File: config.mk
export PLATFORM = sky130hd
export DESIGN_NAME = mem_arbiter
export DESIGN_NICKNAME = d
export VERILOG_FILES = /design/src/rtl/mem_arbiter.sv
export SDC_FILE = /design/constraint.sdc
export NUM_CORES = 1
export LEC_CHECK = 0
export BUFFER_PORTS_ARGS = -buffer_cell sky130_fd_sc_hd__clkbuf_2
export CORE_MARGIN = 2
export CORE_UTILIZATION = 47
export CTS_CLUSTER_DIAMETER = 50
export DETAILED_ROUTE_END_ITERATION = 8
export HOLD_SLACK_MARGIN = 0.1
export PLACE_DENSITY = 0.8
export SLEW_MARGIN = 20
export SYNTH_ARGS = -nofsm -noshare
export SYNTH_HDL_FRONTEND = slang
export SYNTH_SLANG_ARGS = --single-unit
File: constraint.sdc
create_clock -name clk -period 2.6 [get_ports clk]
set_clock_uncertainty 0.15 [all_clocks]
set_input_delay 0.13 -clock clk [delete_from_list [all_inputs] [get_ports clk]]
set_output_delay 0.13 -clock clk [all_outputs]
set_load 0.01 [all_outputs]
File: src/rtl/mem_arbiter.sv
// rtl/mem_arbiter.sv - fetch/data arbiter and access sequencer for the shared unified memory
module mem_arbiter #(
    parameter int DEPTH        = 8,
    parameter int STARVE_LIMIT = 4
) (
    input  logic        clk,
    input  logic        rst,
    input  logic        if_req,
    input  logic [7:0]  if_addr,
    output logic        if_gnt,
    output logic        if_valid,
    output logic [15:0] if_rdata,
    output logic        if_err,
    input  logic        dm_req,
    input  logic        dm_we,
    input  logic [7:0]  dm_addr,
    input  logic [15:0] dm_wdata,
    output logic        dm_gnt,
    output logic        dm_valid,
    output logic [15:0] dm_rdata,
    output logic        dm_err,
    output logic [7:0]  mem_addr,
    output logic [15:0] mem_din,
    output logic        mem_we,
    input  logic [15:0] mem_dout,
    output logic        busy
);

    localparam logic [8:0] DEPTH_W = 9'(DEPTH);
    localparam logic [3:0] LIMIT   = 4'(STARVE_LIMIT);

    typedef enum logic {IDLE, ACCESS} state_t;

    state_t      state;
    logic [3:0]  starve_cnt;
    logic        win_dm;
    logic        oor;
    logic        pick_dm;
    logic [7:0]  sel_addr;
    logic        sel_oor;
    logic [15:0] rd_value;

    // Data wins ties unless the pending fetch has already lost LIMIT times in a row.
    always_comb begin
        pick_dm  = dm_req && !(if_req && starve_cnt == LIMIT);
        sel_addr = pick_dm ? dm_addr : if_addr;
        sel_oor  = {1'b0, sel_addr} >= DEPTH_W;
        rd_value = oor ? 16'hFFFF : mem_dout;
    end

    always_ff @(posedge clk or posedge rst) begin
        if (rst) begin
            state      <= IDLE;
            starve_cnt <= 4'd0;
            win_dm     <= 1'b0;
            oor        <= 1'b0;
            if_gnt     <= 1'b0;
            if_valid   <= 1'b0;
            if_rdata   <= 16'h0000;
            if_err     <= 1'b0;
            dm_gnt     <= 1'b0;
            dm_valid   <= 1'b0;
            dm_rdata   <= 16'h0000;
            dm_err     <= 1'b0;
            mem_addr   <= 8'h00;
            mem_din    <= 16'h0000;
            mem_we     <= 1'b0;
            busy       <= 1'b0;
        end else begin
            if_gnt   <= 1'b0;
            dm_gnt   <= 1'b0;
            if_valid <= 1'b0;
            dm_valid <= 1'b0;
            if_err   <= 1'b0;
            dm_err   <= 1'b0;
            case (state)
                IDLE: begin
                    if (if_req || dm_req) begin
                        state  <= ACCESS;
                        busy   <= 1'b1;
                        win_dm <= pick_dm;
                        oor    <= sel_oor;
                        if (pick_dm) dm_gnt <= 1'b1;
                        else         if_gnt <= 1'b1;
                        // Out-of-range accesses leave the memory port address untouched.
                        if (!sel_oor) mem_addr <= sel_addr;
                        if (pick_dm)  mem_din  <= dm_wdata;
                        mem_we <= pick_dm && dm_we && !sel_oor;
                        if (pick_dm && if_req) starve_cnt <= starve_cnt + 4'd1;
                        else                   starve_cnt <= 4'd0;
                    end else begin
                        starve_cnt <= 4'd0;
                    end
                end
                ACCESS: begin
                    state  <= IDLE;
                    busy   <= 1'b0;
                    mem_we <= 1'b0;
                    if (win_dm) begin
                        dm_valid <= 1'b1;
                        dm_err   <= oor;
                        dm_rdata <= rd_value;
                    end else begin
                        if_valid <= 1'b1;
                        if_err   <= oor;
                        if_rdata <= rd_value;
                    end
                end
                default: state <= IDLE;
            endcase
        end
    end

endmodule
==> impl_metrics.csv <==
group,metric,value,unit
run_status,status,"finished clean",
sta,worst_slew_pin_slew,0.670,ns
sta,tns,0,ns
synthesis,synth_edf_count,0,
place,port_buffers,116,
min_path,min_path_type,"input pin to flip-flop",
synthesis,synth_compound_area_share,9.14,%
critical_path,crit_arrival,2.53,ns
min_path,hold_start,"dm_addr[2]",
drt,routed_wl,6370,um
power_and_ir_drop,p_leak,2.03,nW
synthesis,synth_fa_ha_area_share,0.892,%
synthesis,syn_area,0.00281,mm^2
clock_tree,cts_root_buffer,"clkbuf_8",
sta,setup_viol,0,
min_path,holdPathEnd,"mem_we",
global_route,antenna_found_initial,0,
floorplanning,die-area,0.00661,mm^2
power_and_ir_drop,power.density,811,mW/mm^2
sta,max_freq,406,MHz
synthesis,synth_mux_area_share,9.59,%
clock_tree,cts_tree,"yes",
synthesis,yosys.area_share.simple,14.0,%
clock_tree,clock_latency,0.33,ns
synthesis,synth.avg_cell_area,11.7,um^2
synthesis,yosysMostFrequentCell,"dfrtp_1",
clock_tree,clock_path_buffers,2,
global_route,grt_usage,20.2,%
synthesis,synth_top_area_share,63.3,%
clock_tree,clock_sinks,71,
synthesis,synth-xor-area-share,0,%
critical_path,cp_max_fo,5,
floorplanning,num_rows,28,
critical_path,cp-end-kind,"flip-flop",
critical_path,worstReg2RegEnd,"mem_addr[2]",
synthesis,synth_seq_area_share,63.3,%
flow_run,maxCapViolations,0,
drt,vias_per_cell,4.84,
synthesis,synth_top_family_by_area,"simple AND/OR/NAND/NOR gates",
floorplanning,io_pins,117,
sta,hold_violations,0,
min_path,hold-path-cell-count,4,
critical_path,rr_startpoint,"starve_cnt[0]",
critical_path,crit_type,"flip-flop to flip-flop",
critical_path,reg2reg_slack,0.13,ns
synthesis,synth-seq-cells,71,
sta,rsz0062_at_grt,"no",
critical_path,critPathSlowestCell,"dlygate4sd3_1",
synthesis,synthCells,240,
synthesis,syn_nets,295,
place,dpl_cell_area,0.00346,mm^2
drt,vias,2329,
clock_tree,clk_pin_slew,0.07,ns
drt,drc,0,
sta,period_needed,2.47,ns
critical_path,r2r_cells,7,
sta,drv_slew,0,
synthesis,synth_cell_types,34,
sta,slew_headroom,55.3,%
synthesis,synthArstFlopShare,100,%
critical_path,crit_path_start_kind,"flip-flop",
synthesis,synth_top_area_cell,"dfrtp_1",
synthesis,ys.flop_type,"dfrtp_1",
cells_and_area,area_growth,48.2,%
cells_and_area,drive_above_1_share,36.9,%
place,dp_hpwl,4200,um
clock_tree,cts_max_level,3,
drt,dr.pass1.iters,5,
drt,drt_iter0_markers,131,
global_route,grt_max_degree,42,
critical_path,cp.required,2.66,ns
floorplanning,core_area,0.00585,mm^2
cells_and_area,num_antenna_cells,0,
cells_and_area,final_cell_area,0.00416,mm^2
synthesis,synth_area_leaders,"dfrtp_1 63%, mux2_1 6.4%, nor2_1 4.5%, a21oi_1 3.0%, nand2_1 2.8%",
clock_tree,post-cts-setup-buffers,0,
sta,min_period_over_period,94.8,%
global_route,grt_pass1_vias,2260,
floorplanning,die_y,81.3,um
global_route,overflow,0,
synthesis,synthTopCellsByCount,"71 x dfrtp_1, 34 x nor2_1, 21 x nand2_1",
critical_path,path_cells,"inv_1 -> ha_1 -> nand4b_4 -> nand2_2 -> mux2_2 -> dlygate4sd3_1 -> mux2_4",
floorplanning,start_util,48.0,%
drt,ant_nets,0,
drt,wl_per_cell,13.2,um
clock_tree,cts_made_buffers,9,
power_and_ir_drop,vdd_ir_drop_max,0.512,mV
floorplanning,die_x,81.3,um
synthesis,yosys_warnings,0,
cells_and_area,final_nets,456,
place,gp_congestion,0.812,
critical_path,cpPeakStageDelay,0.56,ns
global_route,grt_pass1_wl,9940,um
-- per-layer routing --
metal	track usage, %	routed length [um]
met5	0	0
met4	11.0	176
met3	4.33	357
met2	33.5	3140
met1	24.5	2700
-- per-stage QoR --
step	total power [W]	utilization, %	std cells	worst slack, ns	hold WS, ns
after floorplan	0.00190	-	240	0.523	0.109
final	0.00337	71.1	481	0.135	0.165
after CTS	0.00341	71.0	481	0.0877	0.141
after detailed placement	0.00225	59.2	421	0.618	0.115
after global placement	0.00222	59.2	421	0.687	0.104
after global routing	0.00357	71.1	481	0.0441	0.180
-- cells by family after synthesis --
group,after synthesis
muxes,23
adders and majority gates,2
buffers and inverters,20
DFF,71
AOI/OAI and AO/OA,44
and+or+nand+nor,80
-- state kept, by name, indices dropped and copies added, names as in the netlist, 4 cells and up --
signal	cells
if_rdata	16
dm_rdata	16
starve_cnt	4
mem_addr	8
mem_din	16
-- worst max path at each step --
stage / start / end / slack (ns) / depth (start not counted)
finish: starve_cnt[0] / mem_addr[2] / 0.13 / 7
global route: starve_cnt[0] / mem_addr[2] / 0.04 / 7
CTS: starve_cnt[0] / mem_addr[2] / 0.09 / 7
detailed placement: starve_cnt[0] / mem_din[0] / 0.62 / 7
global placement: starve_cnt[0] / mem_addr[1] / 0.69 / 6
floorplan: rst / busy / 0.52 / 1
-- report_power, final --
group | total, W | internal [W] | switching [W]
logic | 0.000785 | 0.000371 | 0.000414
clock network | 0.00109 | 0.000690 | 0.000398
registers | 0.00150 | 0.00134 | 0.000160
total | 0.00337 | 0.00240 | 0.000971
-- cell usage in the layout (no fill, tap or decap), types with 2 or more instances in the layout --
cell	instances
ha_1	2
nand3_1	3
and2_1	8
dlygate4sd3_1	44
inv_1	5
nor2_1	34
nand2b_1	2
a31oi_1	2
o21ai_1	10
clkbuf_8	11
o21ai_0	11
bufinv_16	3
mux2_4	3
mux2_2	3
clkbuf_2	116
nor3_1	2
nand2_1	20
dfrtp_1	71
a21oi_1	17
buf_4	3
mux2_1	16
-- area by class of cell --
| type | instances | area (um^2) |
|---|---|---|
| Sequential cell | 71 | 1780 |
| Fill cell | 399 | 1690 |
| Timing Repair Buffer | 164 | 1060 |
| Multi-Input combinational cell | 149 | 947 |
| Clock buffer | 11 | 151 |
| Clock inverter | 5 | 104 |
| Tap cell | 75 | 93.8 |
| Inverter | 6 | 22.5 |
-- what timing repair did --
item                                    in CTS  in global routing
hold buffers                                44                  0
endpoints found under the setup margin       0                  3
hold endpoints to repair                    88                  0
resized for setup                            0                  1
-- worst max-delay path: cells and delay by family (launching register included) --
family                     cells  cell delay [ns]
DFF                            1             0.42
adders and majority gates      1             0.19
muxes                          2             0.63
buffers and inverters          2             0.65
and+or+nand+nor                2             0.32
Power figures use the tool's default switching activity.
